[src/rtl/mul_div_pkg.sv]
// mul_div_pkg: widths and divider state type shared by mul_unit and div_unit
package mul_div_pkg;
    localparam int A_W = 16;
    localparam int B_W = 8;
    localparam int CNT_W = $clog2(A_W);
    typedef enum logic [1:0] {IDLE, CALC, FIN} div_state_t;
endpackage

[src/rtl/div_unit_if.sv]
// div_unit_if: start/done handshake, operands and results of div_unit
interface div_unit_if;
    import mul_div_pkg::*;
    logic start;
    logic [A_W-1:0] A;
    logic [B_W-1:0] B;
    logic busy;
    logic done;
    logic [A_W-1:0] Q;
    logic [B_W-1:0] R;
    logic div_zero;
    modport master (output start, A, B, input busy, done, Q, R, div_zero);
    modport slave (input start, A, B, output busy, done, Q, R, div_zero);
endinterface

[src/rtl/div_sub_stage.sv]
// div_sub_stage: ripple compare-and-subtract of {1'b0,b} from the (B_W+1)-bit trial value t
module div_sub_stage
    import mul_div_pkg::*;
(
    input  logic [B_W:0]   t,
    input  logic [B_W-1:0] b,
    output logic [B_W-1:0] p_next,
    output logic           qbit
);
    logic [B_W:0] bw;
    logic [B_W-1:0] d;
    assign bw[0] = 1'b0;
    for (genvar i = 0; i < B_W; i++) begin : g_rs
        assign d[i] = t[i] ^ b[i] ^ bw[i];
        assign bw[i+1] = (~t[i] & b[i]) | (~(t[i] ^ b[i]) & bw[i]);
    end
    // top bit subtracts a zero divisor bit, so no borrow out means t >= b
    assign qbit = t[B_W] | ~bw[B_W];
    assign p_next = qbit ? d : t[B_W-1:0];
endmodule

[src/rtl/div_unit.sv]
// div_unit: sequential radix-2 restoring divider, one quotient bit per cycle
module div_unit
    import mul_div_pkg::*;
(
    input logic clk,
    input logic rst,
    div_unit_if.slave d
);
    div_state_t state;
    logic [CNT_W-1:0] cnt;
    logic [A_W-1:0] dvd, q;
    logic [B_W-1:0] dvs, p, r, p_next;
    logic qbit, dz;
    div_sub_stage u_sub (.t({p, dvd[A_W-1]}), .b(dvs), .p_next(p_next), .qbit(qbit));
    // results are loaded on the edge entering FIN so they are valid while done is high
    always_ff @(posedge clk or negedge rst)
        if (!rst) begin
            state <= IDLE;
            cnt <= '0;
            dvd <= '0;
            dvs <= '0;
            p <= '0;
            q <= '0;
            r <= '0;
            dz <= 1'b0;
        end else begin
            case (state)
                IDLE: if (d.start) begin
                    dvd <= d.A;
                    dvs <= d.B;
                    p <= '0;
                    cnt <= CNT_W'(A_W - 1);
                    if (d.B == '0) begin
                        state <= FIN;
                        q <= '1;
                        r <= '1;
                        dz <= 1'b1;
                    end else state <= CALC;
                end
                CALC: begin
                    dvd <= {dvd[A_W-2:0], qbit};
                    p <= p_next;
                    cnt <= cnt - 1'b1;
                    if (cnt == '0) begin
                        state <= FIN;
                        q <= {dvd[A_W-2:0], qbit};
                        r <= p_next;
                        dz <= 1'b0;
                    end
                end
                default: state <= IDLE;
            endcase
        end
    assign d.busy = state == CALC;
    assign d.done = state == FIN;
    assign d.Q = q;
    assign d.R = r;
    assign d.div_zero = dz;
endmodule

[src/flat_wrapper.sv]
// flat-port wrapper written by rule: the top's interface ports become plain ports
module div_unit_flat import mul_div_pkg::*;
  (clk, rst, d_start, d_A, d_B, d_busy, d_done, d_Q, d_R, d_div_zero);
  div_unit_if d_i ();
  input logic clk;
  input logic rst;
  input wire logic [$bits(d_i.start)-1:0] d_start;
  input wire logic [$bits(d_i.A)-1:0] d_A;
  input wire logic [$bits(d_i.B)-1:0] d_B;
  output wire logic [$bits(d_i.busy)-1:0] d_busy;
  output wire logic [$bits(d_i.done)-1:0] d_done;
  output wire logic [$bits(d_i.Q)-1:0] d_Q;
  output wire logic [$bits(d_i.R)-1:0] d_R;
  output wire logic [$bits(d_i.div_zero)-1:0] d_div_zero;
  assign d_i.start = d_start;
  assign d_i.A = d_A;
  assign d_i.B = d_B;
  assign d_busy = d_i.busy;
  assign d_done = d_i.done;
  assign d_Q = d_i.Q;
  assign d_R = d_i.R;
  assign d_div_zero = d_i.div_zero;
  div_unit u_core (.clk(clk), .rst(rst), .d(d_i));
endmodule
[config.mk]
export PLATFORM = sky130hd
export DESIGN_NAME = div_unit_flat
export DESIGN_NICKNAME = d
export VERILOG_FILES = /design/src/rtl/mul_div_pkg.sv /design/src/rtl/div_unit_if.sv /design/src/rtl/div_sub_stage.sv /design/src/rtl/div_unit.sv /design/src/flat_wrapper.sv
export SDC_FILE = /design/constraint.sdc
export NUM_CORES = 1
export LEC_CHECK = 0
export CORE_MARGIN = 2
export CORE_UTILIZATION = 45
export CTS_CLUSTER_SIZE = 16
export DETAILED_ROUTE_END_ITERATION = 7
export DONT_BUFFER_PORTS = 1
export GPL_TIMING_DRIVEN = 0
export PLACE_DENSITY_LB_ADDON = 0.25
export SYNTH_ARGS = -nofsm -noshare
export SYNTH_HDL_FRONTEND = slang
export SYNTH_SLANG_ARGS = --single-unit
[constraint.sdc]
create_clock -name clk -period 8 [get_ports clk]
set_clock_uncertainty 0.05 [all_clocks]
set_input_delay 0.4 -clock clk [delete_from_list [all_inputs] [get_ports clk]]
set_output_delay 0.4 -clock clk [all_outputs]
set_load 0.05 [all_outputs]
# Word level (Yosys, flattened, before mapping)
# Cells that the tools add are included.
# word_totals
out_inout_bits,27
reg_bits,63
# classes
bitwise_logic,54
n_addsub,1
n_eq_ne,5
mux,23
n_reduce_logical,8
# op_table
op,count
$mux W16,4
$pmux W16 S2,2
$mux W8,5
$pmux W8 S2,2
$not A1 Y1,16
$and A1 B1 Y1,15
$xor A1 B1 Y1,15
$logic_not A8 Y1,1
$or A1 B1 Y1,8
$pmux W4 S2,1
$mux W2,3
$reduce_and A2 Y1,3
$logic_not A4 Y1,1
$mux W4,1
$ne A2 B1 Y1 const B,2
$pmux W2 S2,1
$reduce_and A4 Y1,1
$sub A4 B1 Y4 const B,1
$mux W1,3
$eq A2 B1 Y1 const B,1
$eq A2 B2 Y1 const B,1
$logic_not A2 Y1,1
$ne A2 B2 Y1 const B,1
$pmux W1 S2,1
$reduce_bool A2 Y1,1

# Longest topological paths before layout
# Gate-level depths: netlist of run 1.
# depth
word_depth,21
depth_mapped,15
mapped_depth_nobuf,14

# Modules after synthesis
# A second synthesis of run 1 with hierarchy kept.
# unflattened
hier_cells,266
area_unflattened_um2,3191.8
# modules_own_cells
mod,area_per_inst_um2,seq_area_each_um2,n_inst,cells_per_inst
div_unit,2904.0,1576.5,1,240
div_sub_stage,287.8,0.0,1,26

# Worst setup path after synthesis of run 1
# Ideal clock, no wire load.
# synth_timing
path_type,register to register
startpoint,register u_core.dvd[15]
endpoint,"register u_core.r[6], in the netlist u_core.d.R[6]"
path_buffers,1
stages_incl_launch_ff,16
t_arrival_ns,4.097
period_less_slack_ns,4.229
setup_slack_ns,3.771
required_time_ns,7.868
path_cell_list,dfrtp_1 > inv_1 > ha_1 > inv_1 > fa_1 > fa_1 > fa_1 > fa_1 > fa_1 > inv_1 > fa_1 > fa_1 > nor2b_1 > buf_2 > mux2_2 > a22oi_2
# synth_between
elab_chain_cells,21
elab_cells_between_ends,22
classes_between,mux (3); bitwise (19)
# synth_lines
item,line_no,text
"start, declared",div_unit.sv:11,"logic [A_W-1:0] dvd, q;"
"start signal, assigned",div_unit.sv:29,dvd <= d.A;
"start signal, assigned",div_unit.sv:41,"dvd <= {dvd[A_W-2:0], qbit};"
$not A1 Y1 (*),div_sub_stage.sv:15,assign bw[i+1] = (~t[i] & b[i]) | (~(t[i] ^ b[i]) & bw[i]);
$and A1 B1 Y1 (*) (2 in a row),div_sub_stage.sv:15,
$or A1 B1 Y1 (*),div_sub_stage.sv:15,
$and A1 B1 Y1 (*),div_sub_stage.sv:15,
$or A1 B1 Y1 (*),div_sub_stage.sv:15,
$and A1 B1 Y1 (*),div_sub_stage.sv:15,
$or A1 B1 Y1 (*),div_sub_stage.sv:15,
$and A1 B1 Y1 (*),div_sub_stage.sv:15,
(+4 left out),--,
$or A1 B1 Y1,div_sub_stage.sv:15,
$and A1 B1 Y1,div_sub_stage.sv:15,
$or A1 B1 Y1,div_sub_stage.sv:15,
$not A1 Y1,div_sub_stage.sv:18,assign qbit = t[B_W] | ~bw[B_W];
$or A1 B1 Y1,div_sub_stage.sv:18,
$mux W8 (*),div_sub_stage.sv:19,assign p_next = qbit ? d : t[B_W-1:0];
$mux W8 (*),div_unit.sv:44,if (cnt == '0) begin
$pmux W8 S2 (*),div_unit.sv:27,case (state)
"end signal, assigned",div_unit.sv:47,r <= p_next;
"end, declared",div_unit.sv:12,"logic [B_W-1:0] dvs, p, r, p_next;"
# Every way passes the cells marked *; elsewhere a longest branch is shown, timed or not. The select of a mux whose other input is x is not followed.
# A chain may end at the register's enable or synchronous reset.

# Worst setup path in the final report of run 1
# layout_timing
startpoint,register u_core.dvd[15]
endpoint,"register u_core.r[7], in the netlist u_core.d.R[7]"
# layout_between
elab_chain_cells,21
elab_cells_between_ends,22
classes_between,mux (3); bitwise (19)
# layout_lines
item,line_no
$not A1 Y1 (*),div_sub_stage.sv:15
$and A1 B1 Y1 (*) (2 in a row),div_sub_stage.sv:15
$or A1 B1 Y1 (*),div_sub_stage.sv:15
$and A1 B1 Y1 (*),div_sub_stage.sv:15
$or A1 B1 Y1 (*),div_sub_stage.sv:15
$and A1 B1 Y1 (*),div_sub_stage.sv:15
$or A1 B1 Y1 (*),div_sub_stage.sv:15
$and A1 B1 Y1 (*),div_sub_stage.sv:15
(+4 left out),--
$or A1 B1 Y1 (*),div_sub_stage.sv:15
$and A1 B1 Y1,div_sub_stage.sv:15
$or A1 B1 Y1,div_sub_stage.sv:15
$not A1 Y1,div_sub_stage.sv:18
$or A1 B1 Y1,div_sub_stage.sv:18
$mux W8 (*),div_sub_stage.sv:19
$mux W8 (*),div_unit.sv:44
$pmux W8 S2 (*),div_unit.sv:27
# Marks and branches as above.

==> metrics.txt, run 1 <==
Final Max Slew Viols=0; multi-input logic area=1220 sq um; Max VDD drop=0.238 mV; layout cells sized above 1=0.143; die area=roughly 7300 sq um; Min-Delay Path Class=input port to flop; Mapped Nets=304; Yosys cell types=28; Tot GR Track Use=0.197; Area Growth Syn to Fin=10.4%; max_slew headroom=0.371; fin util=0.515; Setup WS post-layout=roughly 3.5 ns; routed vias/inst=roughly 5.6; Max-Cap Viols=0; CP arrival=4.69 ns; Final min period=between 4 and 5 ns; RSZ-0062 raised after global routing=false; starting density of the core=0.466; via count=approximately 2000; antenna violations before repair=0; vias in the first global route=roughly 2100; total iterations of the first detailed-routing run=4; fraction of the cycle the final worst path needs=0.562; setup violators final=0; routed length per placed instance=18.1 um; critical path, cell by cell=inv_1, ha_1, inv_1, fa_1, fa_1, fa_1, fa_1, fa_1, inv_1, fa_1, fa_1, nor2b_1, buf_2, mux2_2, a22oi_1; delay-heaviest family, CP=adder cells; Cells after Synth=between 200 and 300; Crit Path Class=flop to flop; Syn Std Cell Area=about 3000 sq um; # fillers=572; CP Launch Type=flop; detailed-route wire length=6570 um; Initial DRC Count=199; dpl hpwl=approximately 4600 um; Worst path max stage delay=about 0.47 ns; Die W=between 80 and 90 um; total CTS buffers=9; status=completed; core area=between 6000 and 7000 sq um; RD Place Congestion=~0.76; clk sinks=63; most area-consuming cells after synthesis=dfrtp_1 (53%), mux2i_1 (6.4%), o21ai_0 (5.0%), fa_1 (4.7%), a21oi_1 (4.5%); area share of the largest cell type after synthesis=0.529; Root Buffer=clkbuf_8; htree depth=3; cell area power density=approximately 500 nW/um^2; Critical Path RT=roughly 8.2 ns; Max Fanout on Critical Path=10; top-count cell post-synth=dfrtp_1; syn avg cell area=approximately 11 sq um; asr flop ratio synth=1.00; CTS tree=built; synth cell count leaders=dfrtp_1 (63), nand2_1 (31), o21ai_0 (30); Post-synth top flop=dfrtp_1; register area share after synthesis=0.529; Port Buf Inserts=0; clock slew at the register clock pins of the worst setup and hold paths=approximately 0.070 ns; Worst setup EP type=flop; Post-synth EDFFs=0; final hold violation count=0; flip-flop and latch area=roughly 1600 sq um; worst path bufs/invs=4; Die Y=between 80 and 90 um; ANT cells=0; clk_lat worst skew=between 0.3 and 0.4 ns; Synth area leader=dfrtp_1; Yosys Warn Count=0; num ports=54; CP most frequent cell=fa_1; Routed Antenna Nets=0; Layout Nets=~320; Pleak=between 0.001 and 0.0015 uW; global-route wire length before repair=10900 um; Setup TNS Final=0 ns; Yosys reg bits=63; row count=29; GR Overflow Total=0; # DRC=0; Slew @ Worst Pin=approximately 0.94 ns; largest net degree at the start of global routing=64; CTS Buffer Depth=2; Setup WS pre-CTS=~3.5 ns; Max Fclk=223 MHz; CP max stage cell=fa_1
-- worst paths after layout --
path / from / endpoint / slack (ns) / cells past startpoint
setup / recovery: u_core.dvd[15] / u_core.d.R[7] / 3.51 / 15
min in group asynchronous: rst / u_core.dvs[3] / 0.53 / 2
hold / removal: d_B[5] / u_core.dvs[5] / 0.13 / 2
hold reg to reg: u_core.p[6] / u_core.p[6] / 0.45 / 2
setup reg to reg: u_core.dvd[15] / u_core.d.R[7] / 3.51 / 15
max in group asynchronous: rst / u_core.dvd[11] / 7.10 / 2
-- flip-flops by register name, indices dropped and copies added (netlist names) --
| name | cells |
|---|---|
| u_core.d.Q | 16 |
| u_core.state | 2 |
| u_core.d.div_zero | 1 |
| u_core.cnt | 4 |
| u_core.dvd | 16 |
| u_core.d.R | 8 |
| u_core.dvs | 8 |
| u_core.p | 8 |
-- worst register-to-register path: stages (launching register included) --
cell     delay [ns]
dfrtp_1        0.39
inv_1          0.08
ha_1           0.13
inv_1          0.05
fa_1           0.44
fa_1           0.47
fa_1           0.46
fa_1           0.46
fa_1           0.42
inv_1          0.09
fa_1           0.20
fa_1           0.17
nor2b_1        0.11
buf_2          0.30
mux2_2         0.40
a22oi_1        0.19
-- layer usage --
layer  global-route usage  part of all wire  up-vias
met1                0.262              0.46      990
met3               0.0632             0.058        9
met2                0.304              0.47       53
li1                     -                 -      970
met5                    0                 0        -
met4               0.0750             0.018        0
-- final cells by class --
type	count	share of cell area
buffer	20	0.0369
clock buffer	13	0.0483
clock inverter	3	0.00533
inverter	15	0.0171
multi-input combinational	170	0.372
sequential	63	0.479
tap	77	0.0293
timing repair buffer	2	0.0114
-- cells in the final DEF, fill, tap and decap left out, types with 2 or more instances in the layout --
cell | synthesis | final
mux2_2 | 6 | 6
nor2b_1 | 4 | 4
nor3_1 | 3 | 3
a2bb2oi_1 | 15 | 15
nand2_1 | 31 | 31
buf_4 | 4 | 4
nor4_1 | 2 | 2
buf_6 | 3 | 3
ha_1 | 2 | 2
inv_1 | 15 | 15
buf_2 | 7 | 7
a21oi_1 | 27 | 27
clkinv_2 | 0 | 2
o21ai_0 | 30 | 30
dfrtp_1 | 63 | 63
nand2b_1 | 2 | 2
nor3b_4 | 2 | 2
clkbuf_8 | 0 | 11
a22oi_2 | 3 | 3
clkbuf_1 | 6 | 8
mux2i_1 | 19 | 19
a22oi_1 | 10 | 10
fa_1 | 7 | 7
-- cell families after synthesis --
group	share of synthesized area
compound gates	0.186
flops	0.529
simple gates	0.0827
buf+inv	0.0596
mux	0.0865
fa+ha+maj	0.0554
-- power by group --
group / switching (uW) / internal [uW]
Clock: 119 / 129
Combinational: 327 / 255
Sequential: 325 / 474
-- per-stage QoR --
step,area (sq um),instances,hold WS (ns),power [uW]
2_1_floorplan,2980,268,0.0544,1240
3_3_place_gp,3080,345,0.0567,1370
3_5_place_dp,3080,345,0.0563,1390
4_1_cts,3290,363,0.119,1640
5_1_grt,3290,363,0.132,1760
6_report,3290,363,0.130,1630
-- timing repair --
action                                 CTS  global route
hold buffers                             2             0
gates resized for setup                  0             0
setup buffers                            0             0
endpoints found under the hold margin   63             0
Note: power is estimated with default switching activity, not from simulation.
==> run 2, diff against run 1 <==
clock period = 4.3 ns   (was 8 ns; I/O delays follow)
==> run 2 against run 1 <==
Net effect:
- sequential cell count is the same
- critical path depth is the same
- sequential power grew 86%
- sequential share of layout area shrank 1.8 points
- setup slack lost 3.3 ns
- critical path type unchanged
- critical endpoint unchanged
- largest cell class unchanged
==> metrics.txt, run 2 (synthesis gave the netlist of run 1 again) <==
status=completed (unchanged); num ports=54 (unchanged); Critical Path RT=4.50 ns (was 8.20 ns); most frequent cells in the layout=dfrtp_1 (63), nand2_1 (31), o21ai_0 (29) (was dfrtp_1 (63), nand2_1 (31), o21ai_0 (30)); Crit Path Class=flop to flop (unchanged); routed length per placed instance=18.2 um (was 18.1 um); Max Fanout on Critical Path=5 (was 10); Final min period=4.13 ns (was 4.49 ns); grt met1 use=0.271 (was 0.262); Worst R2R Path Depth=15 (unchanged); R2R Path Start=u_core.dvd[15] (unchanged); met2 Usage GRT=0.316 (was 0.304); Final Max Slew Viols=0 (unchanged); setup violators final=0 (unchanged); hold depth=2 (unchanged); multi-input logic area=1250 sq um (was 1220 sq um); R2R Setup Slk=0.17 ns (was 3.51 ns); total CTS buffers=9 (unchanged); Area Growth Syn to Fin=14.8% (was 10.4%); Initial DRC Count=160 (was 199); CP most frequent cell=fa_2 (was fa_1); largest net degree at the start of global routing=64 (unchanged); flip-flop and latch area=1580 sq um (unchanged); Port Buf Inserts=0 (unchanged); clk_lat worst skew=0.34 ns (about the same); antenna violations before repair=0 (unchanged); CP arrival=4.33 ns (was 4.69 ns); Max VDD drop=0.444 mV (was 0.238 mV); row count=29 (unchanged); cell area power density=920 nW/um^2 (was 495 nW/um^2); global-route wire length before repair=11200 um (was 10900 um); CP Launch Type=flop (unchanged); max_slew headroom=0.371 (about the same); most common cell after layout, fill and taps aside=dfrtp_1 (unchanged); layer with the highest usage=met2 (unchanged); final hold slack=0.0298 ns (was 0.130 ns); dpl hpwl=4550 um (unchanged); detailed-route wire length=6820 um (was 6570 um); Hold Path End=u_core.dvd[5] (was u_core.dvs[5]); RD Place Congestion=0.761 (unchanged); Placed Area=3080 sq um (unchanged); Tot GR Track Use=0.204 (was 0.197); clk sinks=63 (unchanged); Crit Reg-Reg Endpoint=u_core.d.R[7] (unchanged); met3 Use GR=0.0632 (unchanged); htree depth=3 (unchanged); Root Buffer=clkbuf_8 (unchanged); CTS Buffer Depth=2 (unchanged); post-route cell area=3420 sq um (was 3290 sq um); ANT cells=0 (unchanged); Pleak=0.00151 uW (was 0.00145 uW); Worst setup EP type=flop (unchanged); Die W=85.4 um (unchanged); Setup TNS Final=0 ns (unchanged); RSZ-0062 raised after global routing=false (unchanged); layout cells sized above 1=0.168 (was 0.143); # fillers=562 (was 572); CTS tree=built (unchanged); clock slew at the register clock pins of the worst setup and hold paths=0.07 ns (about the same); Max Fclk=242 MHz (was 223 MHz); Worst Hold Launch=d_A[5] (was d_B[5]); Slew @ Worst Pin=0.942 ns (about the same); Layout Nets=328 (was 317); Min-Delay Path Class=input port to flop (unchanged); CP max stage cell=fa_1 (unchanged); starting density of the core=0.466 (unchanged); GR Overflow Total=0 (unchanged); # DRC=0 (unchanged); vias in the first global route=2177 (was 2120); routed vias/inst=5.50 (was 5.57); critical path, cell by cell=inv_1, ha_1, inv_1, fa_1, fa_2, fa_2, fa_2, fa_1, inv_1, fa_2, fa_1, nor2b_4, buf_6, mux2_2, a22oi_1 (was inv_1, ha_1, inv_1, fa_1, fa_1, fa_1, fa_1, fa_1, inv_1, fa_1, fa_1, nor2b_1, buf_2, mux2_2, a22oi_1); core area=6390 sq um (unchanged); Worst path max stage delay=0.44 ns (was 0.47 ns); fraction of the cycle the final worst path needs=0.961 (was 0.562); Die Y=85.4 um (unchanged); total iterations of the first detailed-routing run=4 (unchanged); via count=2058 (was 2022); final hold violation count=0 (unchanged); Max-Cap Viols=0 (unchanged); Routed Antenna Nets=0 (unchanged); die area=7290 sq um (unchanged)
==> run 2: power by group <==
group	internal, uW	total, uW	switching, uW
Sequential	881	1490	612
Clock	239	461	222
Combinational	546	1190	646
==> run 2: worst max-delay path by stage <==
stage                    end  cells after the start      startpoint  slack (ns)
2_1_floorplan  u_core.d.R[6]                     15  u_core.dvd[15]        0.07
3_3_place_gp   u_core.d.R[7]                     15  u_core.dvd[15]       -0.17
3_5_place_dp   u_core.d.R[7]                     15  u_core.dvd[15]       -0.19
4_1_cts        u_core.d.R[7]                     15  u_core.dvd[15]        0.05
5_1_grt        u_core.d.R[7]                     15  u_core.dvd[15]       0.002
6_report       u_core.d.R[7]                     15  u_core.dvd[15]        0.17
==> run 2: area by class of cell <==
cell class	instances	share of cell area
Clock buffer	13	0.0465
Tap cell	77	0.0282
Clock inverter	3	0.00512
Multi-Input combinational cell	170	0.364
Timing Repair Buffer	13	0.0410
Buffer	20	0.0373
Sequential cell	63	0.461
Inverter	15	0.0165
==> run 2: through the flow <==
step	total power [uW]	worst slack [ns]	util	instances
after global routing	3380	0.00180	0.535	374
after detailed placement	2580	-0.187	0.482	345
final	3150	0.167	0.535	374
after CTS	3130	0.0467	0.534	374
after global placement	2550	-0.169	0.482	345
after floorplan	2300	0.0706	-	268
==> run 2: what timing repair did <==
action | 4_1_cts | 5_1_grt
pin swaps | 0 | 2
setup buffers | 2 | 0
hold buffers | 10 | 0
gates cloned | 1 | 0
hold endpoints to repair | 71 | 0
setup endpoints to repair | 16 | 17
gates resized for setup | 6 | 5
==> run 2: worst max-delay path, delay by kind of cell, from the launching register on <==
family	cells	cell delay (ns)
muxes	1	0.35
buffers and inverters	4	0.36
DFF	1	0.39
adders and majority gates	8	2.54
AOI/OAI and AO/OA	1	0.19
and+or+nand+nor	1	0.18
==> run 2: routing by layer <==
metal	wire length (um)	part of all wire
met1	3110	0.46
met2	3210	0.47
met3	398	0.058
met4	99	0.015
met5	0	0
==> run 3, diff against run 2 <==
MAX_ROUTING_LAYER = met4   (was unset)
==> run 3 against run 2 <==
Net effect:
- maximum frequency is essentially flat
- sequential cell count is the same
- utilization is the same
- wire length is the same
- register-to-register slack is essentially flat
- critical endpoint is now u_core.d.R[0]
- combinational power is essentially flat
- clock power is essentially flat
- sequential power is essentially flat
- via count is the same
- clock-buffer cell count is the same
- setup slack lost 0.0028 ns
- largest cell class unchanged
==> metrics.txt, run 3 (synthesis gave the netlist of run 1 again) <==
status=completed (unchanged); Setup TNS Final=0 ns (unchanged); row count=29 (unchanged); routed vias/inst=5.50 (unchanged); clock slew at the register clock pins of the worst setup and hold paths=0.07 ns (about the same); Worst R2R Path Depth=15 (unchanged); Setup WS post-layout=0.165 ns (was 0.167 ns); worst path bufs/invs=4 (unchanged); core area=6390 sq um (unchanged); fin cells=374 (unchanged); Slew @ Worst Pin=0.942 ns (about the same); CP most frequent cell=fa_2 (unchanged); CP max stage cell=fa_1 (unchanged); Hold Path End=u_core.dvd[5] (unchanged); Min-Delay Path Class=input port to flop (unchanged); max_slew headroom=0.371 (about the same); routed length per placed instance=18.2 um (unchanged); clk sinks=63 (unchanged); Crit Path Class=flop to flop (unchanged); Layout Nets=328 (unchanged); total CTS buffers=9 (unchanged); vias in the first global route=2190 (was 2177); R2R Path Start=u_core.dvd[15] (unchanged); clk_lat worst skew=0.34 ns (about the same); via count=2058 (unchanged); starting density of the core=0.466 (unchanged); Routed Antenna Nets=0 (unchanged); setup violators final=0 (unchanged); met2 Usage GRT=0.315 (was 0.316); Max-Cap Viols=0 (unchanged); die area=7290 sq um (unchanged); GR Overflow Total=0 (unchanged); Placed Area=3080 sq um (unchanged); CP arrival=4.33 ns (about the same); CTS tree=built (unchanged); Die Y=85.4 um (unchanged); Crit Reg-Reg Endpoint=u_core.d.R[0] (was u_core.d.R[7]); # DRC=0 (unchanged); Pleak=0.00151 uW (unchanged); ANT cells=0 (unchanged); most common cell after layout, fill and taps aside=dfrtp_1 (unchanged); Critical Path RT=4.50 ns (about the same); CTS Buffer Depth=2 (unchanged); Max Fanout on Critical Path=5 (unchanged); htree depth=3 (unchanged); total iterations of the first detailed-routing run=4 (unchanged); dpl cells=345 (unchanged); largest net degree at the start of global routing=64 (unchanged); global-route wire length before repair=11200 um (unchanged); detailed-route wire length=6820 um (unchanged); most frequent cells in the layout=dfrtp_1 (63), nand2_1 (31), o21ai_0 (29) (unchanged); Root Buffer=clkbuf_8 (unchanged); Die W=85.4 um (unchanged); Worst Hold Launch=d_A[5] (unchanged); Area Growth Syn to Fin=14.8% (unchanged); hold depth=2 (unchanged); delay-heaviest family, CP=adder cells (unchanged); layer with the highest usage=met2 (unchanged); grt met1 use=0.276 (was 0.271); Setup WS pre-CTS=-0.187 ns (unchanged); fin util=0.535 (unchanged); post-route cell area=3420 sq um (unchanged); RSZ-0062 raised after global routing=false (unchanged); R2R Setup Slk=0.16 ns (was 0.17 ns); Max VDD drop=0.444 mV (about the same); Final Max Slew Viols=0 (unchanged); critical path, cell by cell=inv_1, ha_1, inv_1, fa_1, fa_2, fa_2, fa_2, fa_1, inv_1, fa_2, fa_1, nor2b_4, buf_6, mux2_2, a22oi_1 (unchanged); Max Fclk=242 MHz (about the same); antenna violations before repair=0 (unchanged); Port Buf Inserts=0 (unchanged); Tot GR Track Use=0.210 (was 0.204); CP Launch Type=flop (unchanged); Initial DRC Count=156 (was 160); Worst setup EP type=flop (unchanged); final hold violation count=0 (unchanged); RD Place Congestion=0.771 (was 0.761); dpl hpwl=4550 um (unchanged); Worst path max stage delay=0.44 ns (about the same); met3 Use GR=0.0545 (was 0.0632); cell area power density=919 nW/um^2 (was 920 nW/um^2); fraction of the cycle the final worst path needs=0.962 (was 0.961); num ports=54 (unchanged); Final min period=4.14 ns (was 4.13 ns); layout cells sized above 1=0.168 (unchanged)
[run 3: cell counts in the layout (fill, tap and decap cells not counted)]
Identical to the previous run, type by type.
[run 3: power breakdown]
group	switching, uW	internal, uW	leakage, uW
combinational	643	546	0.000674
clock	221	239	0.0000894
sequential	611	881	0.000743
[run 3: per-layer routing]
layer,vias to the layer above,wire [um]
li1,989,-
met1,999,3170
met2,58,3120
met3,12,408
met4,0,125
met5,-,0
[run 3: what timing repair did]
action	CTS	global route
setup buffers	2	0
gates resized for setup	6	5
gates cloned	1	0
endpoints found under the setup margin	16	17
hold buffers	10	0
endpoints found under the hold margin	71	0
pin swaps	0	2
[run 3: how the worst max path moves through the flow]
stage / startpoint / end / slack (ns) / cells past startpoint
finish: u_core.dvd[15] / u_core.d.R[0] / 0.16 / 15
global route: u_core.dvd[15] / u_core.d.R[7] / 0.002 / 15
CTS: u_core.dvd[15] / u_core.d.R[7] / 0.05 / 15
detailed placement: u_core.dvd[15] / u_core.d.R[7] / -0.19 / 15
global placement: u_core.dvd[15] / u_core.d.R[7] / -0.17 / 15
floorplan: u_core.dvd[15] / u_core.d.R[6] / 0.07 / 15
[run 3: per-stage QoR]
stage | power (uW) | hold slack, ns
6_report | 3140 | 0.0324
5_1_grt | 3380 | 0.0304
4_1_cts | 3130 | 0.0224
3_5_place_dp | 2580 | -0.129
3_3_place_gp | 2550 | -0.128
2_1_floorplan | 2300 | -0.131
[run 3: cell type report]
cell class / count / area [sq um]
flip-flops and latches: 63 / 1580
inverters: 15 / 56.3
fillers: 562 / 2970
clock buffers: 13 / 159
well taps: 77 / 96.3
plain buffers: 20 / 128
multi-input cells: 170 / 1250
clock inverters: 3 / 17.5
repair buffers: 13 / 140
